[config.mk]
export PLATFORM = sky130hd
export DESIGN_NAME = capture_timer_array_flat
export DESIGN_NICKNAME = d
export VERILOG_FILES = /design/src/rtl/capture_timer_array_if.sv /design/src/rtl/capture_timer_array.sv /design/src/flat_wrapper.sv
export SDC_FILE = /design/constraint.sdc
export NUM_CORES = 2
export LEC_CHECK = 0
export CORE_AREA = 10 10 411 413
export CTS_BUF_LIST = sky130_fd_sc_hd__clkbuf_8
export CTS_CLUSTER_SIZE = 20
export DETAILED_ROUTE_END_ITERATION = 12
export DIE_AREA = 0 0 421 423
export SYNTH_ARGS = -nofsm -noshare
export SYNTH_HDL_FRONTEND = slang
export SYNTH_SLANG_ARGS = --single-unit
[constraint.sdc]
create_clock -name clk_in -period 28.6 [get_ports clk_in]
set_clock_uncertainty 0.05 [all_clocks]
set_input_delay 4.29 -clock clk_in [delete_from_list [all_inputs] [get_ports clk_in]]
set_output_delay 4.29 -clock clk_in [all_outputs]
set_load 0.03 [all_outputs]
[src/rtl/capture_timer_array_if.sv]
// Control/status bundle of the multi-channel capture/compare timer.
// The block owns the slave side; whoever drives the controls owns the master side.
interface capture_timer_array_if #(
   parameter int TIMER_BITWIDTH    = 32,
   parameter int NB_CHANNELS       = 10,
   parameter int PRESCALE_BITWIDTH = 8
);
   logic [PRESCALE_BITWIDTH-1:0]          prescale_in;
   logic [NB_CHANNELS-1:0]                start_in;
   logic [NB_CHANNELS-1:0]                stop_in;
   logic [NB_CHANNELS-1:0]                capture_in;
   logic [NB_CHANNELS-1:0]                rst_capture_in;
   logic [NB_CHANNELS-1:0]                mode_periodic_in;
   logic [NB_CHANNELS-1:0]                alarm_en_in;
   logic [NB_CHANNELS-1:0]                alarm_clr_in;
   logic [TIMER_BITWIDTH*NB_CHANNELS-1:0] alarm_in;
   logic [TIMER_BITWIDTH*NB_CHANNELS-1:0] counter_out;
   logic [TIMER_BITWIDTH*NB_CHANNELS-1:0] captured_out;
   logic [NB_CHANNELS-1:0]                alarm_out;
   logic [NB_CHANNELS-1:0]                alarm_pulse_out;
   logic [NB_CHANNELS-1:0]                overflow_out;
   logic [NB_CHANNELS-1:0]                running_out;

   modport master (
      output prescale_in, start_in, stop_in, capture_in, rst_capture_in,
             mode_periodic_in, alarm_en_in, alarm_clr_in, alarm_in,
      input  counter_out, captured_out, alarm_out, alarm_pulse_out,
             overflow_out, running_out
   );

   modport slave (
      input  prescale_in, start_in, stop_in, capture_in, rst_capture_in,
             mode_periodic_in, alarm_en_in, alarm_clr_in, alarm_in,
      output counter_out, captured_out, alarm_out, alarm_pulse_out,
             overflow_out, running_out
   );
endinterface

[src/rtl/capture_timer_array.sv]
// Multi-channel capture/compare timer: shared tick prescaler, per-channel
// IDLE/RUN/DONE FSM with one-shot or auto-reload alarm, capture and overflow flags.
module capture_timer_array #(
   parameter int TIMER_BITWIDTH    = 32,
   parameter int NB_CHANNELS       = 10,
   parameter int PRESCALE_BITWIDTH = 8
) (
   input logic                   clk_in,
   input logic                   rst_an_in,
   input logic                   rst_in,
   capture_timer_array_if.slave  bus
);
   localparam int TW = TIMER_BITWIDTH;
   localparam int NC = NB_CHANNELS;

   typedef enum logic [1:0] {IDLE, RUN, DONE} state_t;

   logic                         rst_meta;
   logic                         rst_sync_n;
   logic [PRESCALE_BITWIDTH-1:0] pre_cnt_q;
   logic                         tick;

   logic [NC-1:0] start_prev_q, stop_prev_q, cap_prev_q, rst_cap_prev_q;
   logic [NC-1:0] start_rise, stop_rise, cap_rise, rst_cap_rise;

   state_t        state_q [NC];
   state_t        state_d [NC];
   logic [TW-1:0] cnt_q   [NC];
   logic [TW-1:0] cnt_d   [NC];
   logic [TW-1:0] cap_q   [NC];
   logic [TW-1:0] cap_d   [NC];
   logic [TW-1:0] alarm_w [NC];
   logic [NC-1:0] alarm_q, alarm_d;
   logic [NC-1:0] pulse_q, pulse_d;
   logic [NC-1:0] ovf_q, ovf_d;
   logic [NC-1:0] running_q, running_d;

   // Assertion is immediate; release is retimed through two flops.
   always_ff @(posedge clk_in or negedge rst_an_in) begin
      if (!rst_an_in) begin
         rst_meta   <= 1'b0;
         rst_sync_n <= 1'b0;
      end else begin
         rst_meta   <= 1'b1;
         rst_sync_n <= rst_meta;
      end
   end

   assign tick = (pre_cnt_q >= bus.prescale_in);

   always_ff @(posedge clk_in or negedge rst_sync_n) begin
      if (!rst_sync_n) begin
         pre_cnt_q <= '0;
      end else if (rst_in) begin
         pre_cnt_q <= '0;
      end else begin
         pre_cnt_q <= tick ? '0 : pre_cnt_q + PRESCALE_BITWIDTH'(1);
      end
   end

   // Prev registers reset to 1 so a level held through reset is not an event.
   always_ff @(posedge clk_in or negedge rst_sync_n) begin
      if (!rst_sync_n) begin
         start_prev_q   <= '1;
         stop_prev_q    <= '1;
         cap_prev_q     <= '1;
         rst_cap_prev_q <= '1;
      end else if (rst_in) begin
         start_prev_q   <= '1;
         stop_prev_q    <= '1;
         cap_prev_q     <= '1;
         rst_cap_prev_q <= '1;
      end else begin
         start_prev_q   <= bus.start_in;
         stop_prev_q    <= bus.stop_in;
         cap_prev_q     <= bus.capture_in;
         rst_cap_prev_q <= bus.rst_capture_in;
      end
   end

   assign start_rise   = bus.start_in       & ~start_prev_q;
   assign stop_rise    = bus.stop_in        & ~stop_prev_q;
   assign cap_rise     = bus.capture_in     & ~cap_prev_q;
   assign rst_cap_rise = bus.rst_capture_in & ~rst_cap_prev_q;

   for (genvar g = 0; g < NC; g++) begin : g_ch_io
      assign alarm_w[g]                     = bus.alarm_in[g*TW +: TW];
      assign bus.counter_out[g*TW +: TW]    = cnt_q[g];
      assign bus.captured_out[g*TW +: TW]   = cap_q[g];
   end

   assign bus.alarm_out       = alarm_q;
   assign bus.alarm_pulse_out = pulse_q;
   assign bus.overflow_out    = ovf_q;
   assign bus.running_out     = running_q;

   always_comb begin
      state_d   = state_q;
      cnt_d     = cnt_q;
      cap_d     = cap_q;
      alarm_d   = alarm_q & ~bus.alarm_clr_in;
      pulse_d   = '0;
      ovf_d     = ovf_q;
      running_d = '0;
      for (int i = 0; i < NC; i++) begin
         if (rst_cap_rise[i]) begin
            cnt_d[i]   = '0;
            cap_d[i]   = '0;
            ovf_d[i]   = 1'b0;
            alarm_d[i] = 1'b0;
            state_d[i] = IDLE;
         end else begin
            if (cap_rise[i]) cap_d[i] = cnt_q[i];
            if (stop_rise[i]) begin
               if (state_q[i] == RUN) state_d[i] = IDLE;
            end else if (start_rise[i]) begin
               if (state_q[i] == IDLE) begin
                  state_d[i] = RUN;
               end else if (state_q[i] == DONE) begin
                  cnt_d[i]   = '0;
                  state_d[i] = RUN;
               end
            end else if (tick && state_q[i] == RUN) begin
               if (bus.alarm_en_in[i] && cnt_q[i] == alarm_w[i]) begin
                  pulse_d[i] = 1'b1;
                  alarm_d[i] = 1'b1;
                  if (bus.mode_periodic_in[i]) cnt_d[i]   = '0;
                  else                         state_d[i] = DONE;
               end else begin
                  cnt_d[i] = cnt_q[i] + TIMER_BITWIDTH'(1);
                  if (&cnt_q[i]) ovf_d[i] = 1'b1;
               end
            end
         end
         running_d[i] = (state_d[i] == RUN);
      end
   end

   always_ff @(posedge clk_in or negedge rst_sync_n) begin
      if (!rst_sync_n) begin
         for (int i = 0; i < NC; i++) begin
            state_q[i] <= IDLE;
            cnt_q[i]   <= '0;
            cap_q[i]   <= '0;
         end
         alarm_q   <= '0;
         pulse_q   <= '0;
         ovf_q     <= '0;
         running_q <= '0;
      end else if (rst_in) begin
         for (int i = 0; i < NC; i++) begin
            state_q[i] <= IDLE;
            cnt_q[i]   <= '0;
            cap_q[i]   <= '0;
         end
         alarm_q   <= '0;
         pulse_q   <= '0;
         ovf_q     <= '0;
         running_q <= '0;
      end else begin
         state_q   <= state_d;
         cnt_q     <= cnt_d;
         cap_q     <= cap_d;
         alarm_q   <= alarm_d;
         pulse_q   <= pulse_d;
         ovf_q     <= ovf_d;
         running_q <= running_d;
      end
   end
endmodule

[src/flat_wrapper.sv]
// flat-port wrapper written by rule: the top's interface ports become plain ports
module capture_timer_array_flat 
#(
   parameter int TIMER_BITWIDTH    = 32,
   parameter int NB_CHANNELS       = 10,
   parameter int PRESCALE_BITWIDTH = 8
)
  (clk_in, rst_an_in, rst_in, bus_prescale_in, bus_start_in, bus_stop_in, bus_capture_in, bus_rst_capture_in, bus_mode_periodic_in, bus_alarm_en_in, bus_alarm_clr_in, bus_alarm_in, bus_counter_out, bus_captured_out, bus_alarm_out, bus_alarm_pulse_out, bus_overflow_out, bus_running_out);
  capture_timer_array_if #(.TIMER_BITWIDTH(TIMER_BITWIDTH), .NB_CHANNELS(NB_CHANNELS), .PRESCALE_BITWIDTH(PRESCALE_BITWIDTH)) bus_i ();
  input logic clk_in;
  input logic rst_an_in;
  input logic rst_in;
  input wire logic [$bits(bus_i.prescale_in)-1:0] bus_prescale_in;
  input wire logic [$bits(bus_i.start_in)-1:0] bus_start_in;
  input wire logic [$bits(bus_i.stop_in)-1:0] bus_stop_in;
  input wire logic [$bits(bus_i.capture_in)-1:0] bus_capture_in;
  input wire logic [$bits(bus_i.rst_capture_in)-1:0] bus_rst_capture_in;
  input wire logic [$bits(bus_i.mode_periodic_in)-1:0] bus_mode_periodic_in;
  input wire logic [$bits(bus_i.alarm_en_in)-1:0] bus_alarm_en_in;
  input wire logic [$bits(bus_i.alarm_clr_in)-1:0] bus_alarm_clr_in;
  input wire logic [$bits(bus_i.alarm_in)-1:0] bus_alarm_in;
  output wire logic [$bits(bus_i.counter_out)-1:0] bus_counter_out;
  output wire logic [$bits(bus_i.captured_out)-1:0] bus_captured_out;
  output wire logic [$bits(bus_i.alarm_out)-1:0] bus_alarm_out;
  output wire logic [$bits(bus_i.alarm_pulse_out)-1:0] bus_alarm_pulse_out;
  output wire logic [$bits(bus_i.overflow_out)-1:0] bus_overflow_out;
  output wire logic [$bits(bus_i.running_out)-1:0] bus_running_out;
  assign bus_i.prescale_in = bus_prescale_in;
  assign bus_i.start_in = bus_start_in;
  assign bus_i.stop_in = bus_stop_in;
  assign bus_i.capture_in = bus_capture_in;
  assign bus_i.rst_capture_in = bus_rst_capture_in;
  assign bus_i.mode_periodic_in = bus_mode_periodic_in;
  assign bus_i.alarm_en_in = bus_alarm_en_in;
  assign bus_i.alarm_clr_in = bus_alarm_clr_in;
  assign bus_i.alarm_in = bus_alarm_in;
  assign bus_counter_out = bus_i.counter_out;
  assign bus_captured_out = bus_i.captured_out;
  assign bus_alarm_out = bus_i.alarm_out;
  assign bus_alarm_pulse_out = bus_i.alarm_pulse_out;
  assign bus_overflow_out = bus_i.overflow_out;
  assign bus_running_out = bus_i.running_out;
  capture_timer_array #(.TIMER_BITWIDTH(TIMER_BITWIDTH), .NB_CHANNELS(NB_CHANNELS), .PRESCALE_BITWIDTH(PRESCALE_BITWIDTH)) u_core (.clk_in(clk_in), .rst_an_in(rst_an_in), .rst_in(rst_in), .bus(bus_i));
endmodule
==> impl_results.md <==
* Fmax at 0.132 GHz
* Hold Buf Count CTS at 0
* EDFF count, synth at 0
* Core box area at 160,000 µm²
* Sw power at 694 µW
* Initial antenna violation count at 39
* WS Path Type: in -> reg
* Cell Area, Placed at 53,000 µm²
* Max clock buf depth at 3
* Vias in the first global route at 39,204
* Routed len/inst at 24.7 µm
* Slowest cell delay on critical path at 1.12 ns
* Layout Cell Area excl Fill at 56,000 µm²
* Clock-pin transition on the worst setup and hold timing paths at 0.06 ns
* Power Total at 2.44 mW
* Layout cells sized above 1 at 0.0771
* RSZ-0062 raised after global routing: false
* Critical path peak fanout at 29
* Synth cell types at 79
* Most common cell in the netlist: nand2_1
* H-tree Lvls at 4
* Die span in x at 421 µm
* Cts repair resizes at 0
* GRT Util Overall at 0.207
* Dominant synthesized flop cell: dfrtp_1
* # fillers at 16,555
* Vias at 40,151
* Leakage at 21.9 nW
* Share of the synthesized area in the top cell type at 0.444
* FF-to-FF Start: u_core.rst_sync_n
* Slew headroom at 0.125
* Fin cells at 7,899
* Post-synth top cells: nand2_1 (864), dfrtp_1 (710), a21oi_1 (440), xor2_1 (295), clkbuf_1 (258)
* Period utilisation layout at 0.264
* Total Nets Final at 6,022
* Grt ovf at 0
* Final number of hold-violating endpoints at 0
* Arrival time at the worst endpoint at 8.22 ns
* Status: finished clean
* Worst R2R Setup Slack at 23.54 ns
* DRC at 0
* Reg2Reg Depth at 5
* Ports at 1,081
* Critical path launch point type: primary input
* Final GP Congestion at 0.939
* CP Buf/Inv Count at 3
* Die area at 178,000 µm²
* Clk_lat worst skew at 0.84 ns
* Slew of the pin with the lowest slew margin at 1.31 ns
* Cells after DPL at 7,612
* Register bit total from synthesis at 750
* Initial DRT Pass Iterations at 6
* CP Cell Sequence: clkdlybuf4s50_1 -> inv_1 -> ha_1 -> nand4_1 -> a21oi_1 -> a21oi_4 -> buf_4 -> or4_1 -> a211oi_4 -> a41oi_1 -> a31oi_1
* # clock sinks at 750
* Sequential share of power at 0.448
* Nature of the critical path endpoint: flop
* Post-CTS Setup Repair Bufs at 0
* Area Growth Syn to Fin at 40.0%
* Syn Nets at 5,022
* Final wirelength at 195,000 µm
* CTS Root Buffer Type: clkbuf_8
* Max_cap viols at 0
* Synthesized area at 40,000 µm²
* Fin Setup TNS at 0 ns
* Top cell type by total area after synthesis: dfrtp_1
* Final Setup Violations at 0
* Port bufs at 1,080
* Fin crit period at 7.55 ns
* ANT nets after route at 0
* Crit-path leading delay family: compound AO/OA/AOI/OAI gates
* Drt via density at 5.08
* Critical path startpoint: bus_prescale_in[7]
* PD cells at 43.5 nW/µm²
* Hold Slack at 0.203 ns
* Crit path max-delay cell type: a211oi_4
* Int Pwr at 1.74 mW
* Comb pwr share at 0.105
* Chip height at 423 µm
* DP HPWL at 149,000 µm
* CTS Buf Count at 148
* Ys async rst share at 1.00
* Clk pwr share at 0.447
* Drt first-iter violations at 3,828
* Crit path to: u_core.bus.counter_out[136]
* Slew Limit Fails at 0
* Syn avg cell area at 8.69 µm²
* WP data required at 29.26 ns
* Num rows at 147
* Switching fraction of total power at 0.285
* Synth Instances at 4,602
* Hold Crit Class: reg -> async
* Peak VDD IR at 0.0338 mV
* Synth top area cells: dfrtp_1 (44%), nand2_1 (8.1%), xor2_1 (6.5%), a21oi_1 (5.5%), dfstp_2 (2.6%)
* Worst r2r dst: u_core.bus.captured_out[136]
* Largest net degree at the start of global routing at 134
* First-pass GRT wire length at 282,000 µm
* Starting Density at 0.250
* CTS tree: done
* Register area share after synthesis at 0.470
* Synth warn at 0
* Levels on crit path at 11
==> power by group through the flow <==
stage,logic [mW],clock network [mW],registers [mW]
floorplan,0.105,0,1.13
global placement,0.255,0,1.11
detailed placement,0.256,0,1.11
CTS,0.257,1.12,1.09
global route,0.276,1.17,1.09
finish,0.257,1.09,1.09
==> layer usage <==
layer | wire, µm | track usage | share of wire | vias to the layer above
li1 | - | - | - | 18216
met1 | 75200 | 0.244 | 0.39 | 19850
met2 | 96900 | 0.355 | 0.50 | 1706
met3 | 15400 | 0.0582 | 0.079 | 357
met4 | 7390 | 0.0793 | 0.038 | 22
met5 | 155 | 0 | 0.00079 | -
==> final cells by class <==
| cell class | instances | area, µm² | area share |
|---|---|---|---|
| Sequential cell | 750 | 18800 | 0.336 |
| Antenna cell | 22 | 55.1 | 0.000983 |
| Clock buffer | 173 | 2380 | 0.0425 |
| Clock inverter | 92 | 534 | 0.00954 |
| Multi-Input combinational cell | 3445 | 19700 | 0.352 |
| Timing Repair Buffer | 1163 | 11400 | 0.204 |
| Tap cell | 2160 | 2700 | 0.0483 |
| Inverter | 94 | 353 | 0.00630 |
==> metrics by stage <==
stage	worst slack, ns	util
3_5_place_dp	20.24	0.331
2_1_floorplan	6.17	-
5_1_grt	20.89	0.350
4_1_cts	21.16	0.349
3_3_place_gp	20.33	0.331
6_report	21.05	0.350
==> registers in the layout, indices dropped and copies added, names as in the netlist, 10 cells and up <==
register and cells:
u_core.bus.alarm_out 10, u_core.bus.alarm_pulse_out 10, u_core.bus.captured_out 320, u_core.bus.counter_out 320, u_core.bus.overflow_out 10, u_core.bus.running_out 10
u_core.cap_prev_q 10, u_core.rst_cap_prev_q 10, u_core.start_prev_q 10, u_core.state_q 20, u_core.stop_prev_q 10
==> worst min-delay path by stage <==
stage | startpoint | endpoint | slack (ns) | cells after the start
4_1_cts | u_core.rst_sync_n | u_core.bus.captured_out[69] | 0.23 | 0
5_1_grt | u_core.rst_sync_n | u_core.bus.captured_out[72] | 0.24 | 0
3_3_place_gp | u_core.rst_sync_n | u_core.bus.captured_out[69] | 0.23 | 0
6_report | u_core.rst_sync_n | u_core.bus.captured_out[69] | 0.20 | 0
2_1_floorplan | u_core.rst_meta | u_core.rst_sync_n | 0.28 | 0
3_5_place_dp | u_core.rst_sync_n | u_core.bus.captured_out[69] | 0.23 | 0
==> cell usage in the layout (no fill, tap or decap), drive strengths merged, types with 13 or more instances in the layout <==
master         count
nand4            104
dfstp             40
ha                19
or4               72
a22o              57
nor4             136
clkbuf           173
nor3             155
dfrtp            710
o21bai            13
o41ai             24
o31ai             55
inv              159
nand2b            59
clkinv            20
or2               62
a21o              40
nor4b             20
and3              55
nor3b             30
diode             22
and2              19
o21ai            247
nand3            186
xnor2             59
buf               84
and4              16
or3               32
nor2b             52
a21oi            442
xor2             296
clkdlybuf4s50   1079
a31oi             35
nor2             177
nand2            864
==> logic make-up after synthesis <==
family / share of synthesized area
muxes: 0.00241
AOI/OAI and AO/OA: 0.145
xor gates and xnor gates: 0.0779
other: 0.0000937
adders and majority gates: 0.00594
DFF: 0.470
and+or+nand+nor: 0.258
buffers and inverters: 0.0404
(Power assumes the default switching activity.)
